### config.mk
export PLATFORM = sky130hd
export DESIGN_NAME = intra_net_requant
export DESIGN_NICKNAME = d
export VERILOG_FILES = /design/src/rtl/intra_net_requant.sv
export SDC_FILE = /design/constraint.sdc
export NUM_CORES = 1
export LEC_CHECK = 0
export CAP_MARGIN = 15
export CORE_ASPECT_RATIO = 1.4
export CORE_MARGIN = 3
export CORE_UTILIZATION = 32
export CTS_CLUSTER_DIAMETER = 40
export DETAILED_ROUTE_END_ITERATION = 10
export MAX_ROUTING_LAYER = met4
export PLACE_DENSITY = 0.47
export SLEW_MARGIN = 10
export SYNTH_ARGS = -nofsm -noshare
export SYNTH_HDL_FRONTEND = slang
export SYNTH_SLANG_ARGS = --single-unit
### constraint.sdc
create_clock -name clk -period 4.4 [get_ports clk]
set_input_delay 0.88 -clock clk [delete_from_list [all_inputs] [get_ports clk]]
set_output_delay 0.88 -clock clk [all_outputs]
set_load 0.02 [all_outputs]
### src/rtl/intra_net_requant.sv
`default_nettype none
// ============================================================================
// Module   : intra_net_requant
// Purpose  : Requantizing transfer engine, output buffer -> activation buffer.
//            Reads len consecutive signed accumulator words, then rounds
//            (half-up), arithmetic-shifts and saturates each word to a signed
//            activation. Write latency is 3 cycles from the read strobe.
// Ports    : clk, reset (async, active-high)
//            start/len/shift     - transfer request, sampled in IDLE
//            O_rd_en/O_rdata     - output-buffer read port (data 1 cycle later)
//            A_wdata/A_wr_en     - activation-buffer write port
//            busy                - first read through last write
//            done                - one-cycle pulse after the last write
//            sat_cnt             - clamped elements in current/last transfer
// Config   : INTRA_NET_RELU_EN - when defined, negative results are forced to
//            0 before saturation and only the upper clamp is counted.
// Revision : 1.0 - initial release
// ============================================================================
module intra_net_requant #(
  parameter int OUT_DATA_WIDTH = 32,
  parameter int ACT_DATA_WIDTH = 8,
  parameter int LEN_WIDTH      = 10,
  parameter int SHIFT_WIDTH    = 5
) (
  input  logic                      clk,
  input  logic                      reset,
  input  logic                      start,
  input  logic [LEN_WIDTH-1:0]      len,
  input  logic [SHIFT_WIDTH-1:0]    shift,
  output logic                      O_rd_en,
  input  logic [OUT_DATA_WIDTH-1:0] O_rdata,
  output logic [ACT_DATA_WIDTH-1:0] A_wdata,
  output logic                      A_wr_en,
  output logic                      busy,
  output logic                      done,
  output logic [LEN_WIDTH-1:0]      sat_cnt
);

  // One extra bit keeps x + rounding bias from overflowing at x = max.
  localparam int RW = OUT_DATA_WIDTH + 1;
  localparam logic signed [RW-1:0] c_act_max = RW'((1 << (ACT_DATA_WIDTH-1)) - 1);
  localparam logic signed [RW-1:0] c_act_min = -c_act_max - RW'(1);

  typedef enum logic [1:0] {
    S_IDLE  = 2'd0,
    S_RUN   = 2'd1,
    S_DRAIN = 2'd2,
    S_DONE  = 2'd3
  } state_t;

  state_t                   r_state, w_next;
  logic [LEN_WIDTH-1:0]     r_remaining;
  logic [SHIFT_WIDTH-1:0]   r_shift;
  logic                     r_v0, r_v1;
  logic signed [RW-1:0]     r_s1;

  logic                     w_accept;
  logic signed [RW-1:0]     w_x, w_bias, w_round, w_pos;
  logic                     w_hi, w_lo, w_clamp;
  logic [ACT_DATA_WIDTH-1:0] w_act;

  assign w_accept = (r_state == S_IDLE) && start;

  // ---------------- FSM ----------------
  always_ff @(posedge clk or posedge reset) begin
    if (reset) r_state <= S_IDLE;
    else       r_state <= w_next;
  end

  always_comb begin
    w_next  = r_state;
    O_rd_en = 1'b0;
    done    = 1'b0;
    case (r_state)
      S_IDLE: begin
        if (start) w_next = (len == '0) ? S_DONE : S_RUN;
      end
      S_RUN: begin
        O_rd_en = 1'b1;
        if (r_remaining == LEN_WIDTH'(1)) w_next = S_DRAIN;
      end
      S_DRAIN: begin
        // S2 output register drains in the same cycle v1 clears.
        if (!r_v0 && !r_v1) w_next = S_DONE;
      end
      S_DONE: begin
        done   = 1'b1;
        w_next = S_IDLE;
      end
      default: w_next = S_IDLE;
    endcase
  end

  assign busy = (r_state == S_RUN) || (r_state == S_DRAIN) || r_v0 || r_v1 || A_wr_en;

  // ---------------- transfer control ----------------
  always_ff @(posedge clk or posedge reset) begin
    if (reset) begin
      r_remaining <= '0;
      r_shift     <= '0;
    end else if (w_accept && (len != '0)) begin
      r_remaining <= len;
      r_shift     <= shift;
    end else if (r_state == S_RUN) begin
      r_remaining <= r_remaining - LEN_WIDTH'(1);
    end
  end

  // ---------------- S1: round and shift ----------------
  assign w_x     = RW'($signed(O_rdata));
  assign w_bias  = (r_shift == '0) ? '0 : (RW'(1) << (r_shift - SHIFT_WIDTH'(1)));
  assign w_round = (w_x + w_bias) >>> r_shift;

  // ---------------- S2: saturate ----------------
`ifdef INTRA_NET_RELU_EN
  assign w_pos   = (r_s1 < 0) ? '0 : r_s1;
`else
  assign w_pos   = r_s1;
`endif
  assign w_hi    = w_pos > c_act_max;
  assign w_lo    = w_pos < c_act_min;
  assign w_clamp = w_hi || w_lo;
  assign w_act   = w_hi ? {1'b0, {(ACT_DATA_WIDTH-1){1'b1}}} :
                   w_lo ? {1'b1, {(ACT_DATA_WIDTH-1){1'b0}}} :
                          w_pos[ACT_DATA_WIDTH-1:0];

  always_ff @(posedge clk or posedge reset) begin
    if (reset) begin
      r_v0    <= 1'b0;
      r_v1    <= 1'b0;
      r_s1    <= '0;
      A_wr_en <= 1'b0;
      A_wdata <= '0;
      sat_cnt <= '0;
    end else begin
      r_v0    <= O_rd_en;
      r_v1    <= r_v0;
      r_s1    <= w_round;
      A_wr_en <= r_v1;
      if (r_v1) A_wdata <= w_act;
      if (w_accept)             sat_cnt <= '0;
      else if (r_v1 && w_clamp) sat_cnt <= sat_cnt + LEN_WIDTH'(1);
    end
  end

endmodule
`default_nettype wire

======== After elaboration in Yosys (flattened, before gate mapping) ========
Cells that the tools add are included.
operators by class
  shift-type cells ........................ 2
  mux-type cells .......................... 14
  equal/unequal tests ..................... 7
  reduce and logical (&&, ||, !) cells .... 18
  order comparisons ....................... 2
  $add $sub $neg .......................... 4
operator list
  kind                                                         number
  2-to-1 mux 10 bit                                            4
  adder 32 x 33 -> 33 bit                                      1
  > comparator 33 x 8 -> 1 bit, second input constant          1
  less-than comparator 33 x 8 -> 1 bit, second input constant  1
  2-to-1 mux 33 bit                                            1
  left shift 1 x 5 -> 33 bit, first input constant             1
  >>> shifter 33 x 5 -> 33 bit                                 1
  2-to-1 mux 8 bit                                             2
  adder 10 x 1 -> 10 bit, second input constant                1
  == test 10 x 1 -> 1 bit, second input constant               1
  logical NOT 10 bit                                           1
  nonzero test 10 bit                                          1
  subtractor 10 x 1 -> 10 bit, second input constant           1
  2-to-1 mux 2 bit                                             4
  case mux 2 bit (4 select lines)                              1
  inequality test 2 bit, second input constant                 3
  logical NOT 5 bit                                            1
  logical OR 1 bit                                             5
  subtractor 5 x 1 -> 5 bit, second input constant             1
  == test 2 bit, second input constant                         2
  logical AND 1 bit                                            4
  nonzero test 2 bit                                           2
  AND reduction 3 bit                                          1
  == test 2 x 1 -> 1 bit, second input constant                1
  other kinds (3)                                              5
storage, ports and cells
  word-level logic and storage cells ...... 56
  register bits ........................... 71
  output and inout port bits .............. 22

======== Logic depth before layout (Yosys ltp) ========
  word-level depth ........................ 5
  gate-level depth with buffers ........... 20

======== Worst setup path after synthesis ========
No wires, ideal clock.
  path kind ............................... reg2reg
  start ................................... register r_shift[1]
  end ..................................... register r_s1[6]
  clock period less this slack ............ 4.650 ns
  data arrival time ....................... 4.511 ns
  library setup time ...................... 0.138 ns
  stages on the path, launching flop included .. 18
  path slack .............................. -0.250 ns
  path through ............................ dfrtp_1 -> clkbuf_1 -> clkbuf_1 -> clkbuf_1 -> buf_1 -> nand2_1 -> nor2_1 -> ha_1 -> buf_6 -> a211oi_2 -> o211ai_1 -> a221o_1 -> a211o_2 -> or3_1 -> nand4b_2 -> or3_1 -> o2111ai_1 -> or4_1
on the way
  longest elaborated chain between the ends .. 5
RTL lines
  item                              line  source
  start, declared                   53    logic [SHIFT_WIDTH-1:0] r_shift;
  start signal, assigned            103   r_shift <= shift;
  subtractor 5 x 1 -> 5 bit         111   assign w_bias = (r_shift == '0) ? '0 : (RW'(1) << (r_shift - SHIFT_WIDTH'(1)));
  left shift 1 x 5 -> 33 bit        111
  2-to-1 mux 33 bit                 111
  adder 32 x 33 -> 33 bit           112   assign w_round = (w_x + w_bias) >>> r_shift;
  >>> shifter 33 x 5 -> 33 bit (*)  112
  net w_round[6]                    58    logic signed [RW-1:0] w_x, w_bias, w_round, w_pos;
  end signal, assigned              138   r_s1 <= w_round;
  end, declared                     55    logic signed [RW-1:0] r_s1;
The timed path passes the listed nets; every way through them passes the cells marked *.
A chain may end at the register's enable or synchronous reset.

======== Final worst setup path ========
  start ................................... input O_rdata[0]
  end ..................................... register r_s1[1]
on the way
  longest elaborated chain between the ends .. 2
RTL lines
  item                          line  source
  start, declared               31    input logic [OUT_DATA_WIDTH-1:0] O_rdata,
  adder 32 x 33 -> 33 bit       112
  >>> shifter 33 x 5 -> 33 bit  112
  net w_round[1]                58
The timed path passes the listed nets, and every way through them passes these cells.

==> flow_metrics.tcl <==
set metrics [dict create \
    layout_commonest_cell "buf_4" \
    drt-vias-per-instance 5.66 \
    timing.final.ws_setup_ns 0.202 \
    async_flop_share 1.00 \
    yosys_most_used_dff "dfrtp_1" \
    dp_cells 1447 \
    number_of_enable_type_register_cells_in_the_synthesized_netlist 0 \
    timing_worst_slew_pin_value_ns 0.918 \
    synth_area_leaders "dfrtp_1, ha_1, nor2_1" \
    power.share.switching 0.473 \
    drt_iter0_markers 524 \
    clock_latency_ns 0.33 \
    seqPwrFrac 0.175 \
    pwr-share-clk 0.117 \
    netSwitchingPower_uw 3290 \
    drc_errors 0 \
    initial_utilization 0.326 \
    finClkSkew_ns 0.00820 \
    ys_seq_area_frac 0.234 \
    placedInstanceArea_sq_mm 0.00975 \
    dp_slack_ns -0.216 \
    max-clock-path-buffers 2 \
    die_area_sq_mm 0.0257 \
    antenna_violation_net_count_after_detailed_routing 0 \
    maximum_number_of_pins_on_one_net_before_global_route_repair 44 \
    leakage_uw 0.00427 \
    syn_to_final_growth_pct 33.9 \
    multiInputGateArea_sq_mm 0.00556 \
    portBuffers 71 \
    cts_hold_buf 0 \
    synth_fp_nets 1048 \
    crit_path_end_kind "register" \
    cp_max_fo 6 \
    final_cell_area_sq_mm 0.0102 \
    comb_power_share 0.708 \
    distinct_cell_type_count_of_the_synthesized_netlist 96 \
    detailed_place_hpwl_um 24200 \
    min_period_over_period 0.954 \
    layout_common_cells "buf_4, nor2_1, nand2_1" \
    seq_area_sq_mm 0.00178 \
    drive_gt1_frac 0.229 \
    die_outline_height_um 188 \
    cts.repair_timing.setup_buffer_count 0 \
    synth_top_area_share 0.234 \
    power_density_mw_per_mm2 684 \
    worst_r2r_startpoint "r_shift[0]" \
    dr_total_vias 8279 \
    clockRootBuffer "clkbuf_16" \
    layout_min_cycle_time_ns 4.20 \
    clock-sinks 71 \
    global_route_wire_length_before_repair_um 45600 \
    ioPinCount 72 \
    cts.htree.levels 3 \
    groute.usage.overall 0.233 \
    yosys.area.top_type "dfrtp_1" \
    criticalPathCategory "input pin to register" \
    timing.hold.worst.class "register to register" \
    insertedDiodeCount 0 \
    hold_ws_ns 0.393 \
    rows 66 \
    wirelength_um 29400 \
    post_synth_inst_count 957 \
    layout.cells.non_filler 1463 \
    cell_area_after_technology_mapping_sq_mm 0.00760 \
    timing.critical_path.required_ns 4.57 \
    nFillCells 2444 \
    achievable-frequency_mhz 238 \
    yosys_register_bits 71 \
    syn_avg_cell_area_sq_um 7.94 \
    setup_viol_count_final 0 \
    gp_routability_congestion 0.990 \
    core_area_sq_mm 0.0233 \
    first_global_vias 8288 \
    grt_antenna_before_repair 0 \
    first_pass_detailed_route_iteration_total 5 \
    result_of_the_run "complete, no violations" \
    hold_viol 0 \
    yosysWarningCount 0 \
    internal_power_contribution_uw 3670 \
    clk_pin_slew_worst_paths_ns 0.06 \
    residual_overflow_from_global_routing 0 \
    startpoint_type "input pin" \
    crit_path_start "O_rdata[0]" \
    number_of_buffers_added_by_the_clock_tree_synthesis_step 9 \
    detail_route.wl_per_cell_um 20.1 \
    finish.net_count 1243 \
    tritoncts_clock_tree "done" \
    arrival_ns 4.37 \
    max-slew-margin-rel 0.388 \
    slew_violations 0 \
    min-delay-start "r_v0" \
    cap_viol_max_count 0 \
    power.ir.vdd_worst_mv 0.260 \
    fp.dieW_um 136 \
]
==> path summary, 6_finish.rpt <==
check	slack (ns)	depth (start not counted)	endpoint
setup / recovery	0.20	14	r_s1[1]
hold / removal	0.39	0	r_v1
setup reg to reg	0.23	15	r_s1[1]
hold reg to reg	0.39	0	r_v1
max in group asynchronous	2.55	3	r_s1[8]
min in group asynchronous	1.09	2	r_s1[18]
==> routing by layer <==
| layer | vias to the layer above | GRT usage | routed length, um |
|---|---|---|---|
| met5 | - | - | 0 |
| met4 | 0 | 0.122 | 1610 |
| met3 | 69 | 0.0187 | 824 |
| met2 | 191 | 0.424 | 15700 |
| met1 | 3976 | 0.248 | 11300 |
| li1 | 4043 | - | - |
==> power groups by stage <==
| stage | clock network [uW] | registers [uW] | logic [uW] |
|---|---|---|---|
| after floorplan | 0 | 1180 | 2830 |
| after global placement | 0 | 1220 | 4830 |
| after detailed placement | 0 | 1220 | 4820 |
| after CTS | 826 | 1210 | 4850 |
| after global routing | 852 | 1260 | 5320 |
| final | 810 | 1220 | 4930 |
==> synth_stat cells (18+ instances only) <==
cell,instances
a211oi_1,20
a21oi_1,64
clkbuf_1,41
dfrtp_1,71
ha_1,40
inv_1,20
nand2_1,99
nand3_1,21
nor2_1,118
nor3_1,26
nor4_1,18
o211ai_1,21
o21ai_0,45
xnor2_1,22
==> area by class of cell <==
type / count / share of cell area
clock inverters: 2 / 0.00590
clock buffers: 14 / 0.0279
inverters: 24 / 0.00886
multi-input cells: 801 / 0.546
repair buffers: 245 / 0.199
well taps: 306 / 0.0376
flip-flops and latches: 71 / 0.175
==> stage by stage <==
stage | setup TNS [ns] | total power [uW] | utilization
5_1_grt | -0.0154 | 7430 | 0.437
4_1_cts | 0 | 6890 | 0.434
3_3_place_gp | -1.64 | 6050 | 0.418
6_report | 0 | 6950 | 0.437
3_5_place_dp | -1.61 | 6040 | 0.418
2_1_floorplan | 0 | 4010 | -
==> state kept, by name, summed over array words and instances (netlist names) <==
| name | flops |
|---|---|
| A_wdata | 8 |
| A_wr_en | 1 |
| r_remaining | 10 |
| r_s1 | 33 |
| r_shift | 5 |
| r_state | 2 |
| r_v0 | 1 |
| r_v1 | 1 |
| sat_cnt | 10 |
==> repair_timing <==
item                       in CTS  in global routing
gates resized for setup         2                 19
pin swaps                       0                  1
setup endpoints to repair       2                 27
==> logic make-up (layout without fill, tap and decap cells) <==
kind of cell,after synthesis,after routing,synth area share
muxes,43,43,0.0825
DFF,71,71,0.234
and+or+nand+nor,363,363,0.229
buffers and inverters,85,285,0.0450
other,1,1,0.000494
AOI/OAI and AO/OA,313,313,0.293
adders and majority gates,41,41,0.0685
xor gates and xnor gates,40,40,0.0471
==> worst max-delay path, cell delays in order <==
cell and delay (ns):
clkdlybuf4s50_1 0.40, ha_1 0.22, fa_1 0.40, a211oi_2 0.29, o211ai_1 0.20, a21oi_1 0.19, buf_4 0.17, o211ai_1 0.11
a31oi_2 0.24, xor2_2 0.32, inv_2 0.14, a32o_1 0.33, o311ai_1 0.29, o221ai_2 0.18
Note: power is estimated with default switching activity, not from simulation.
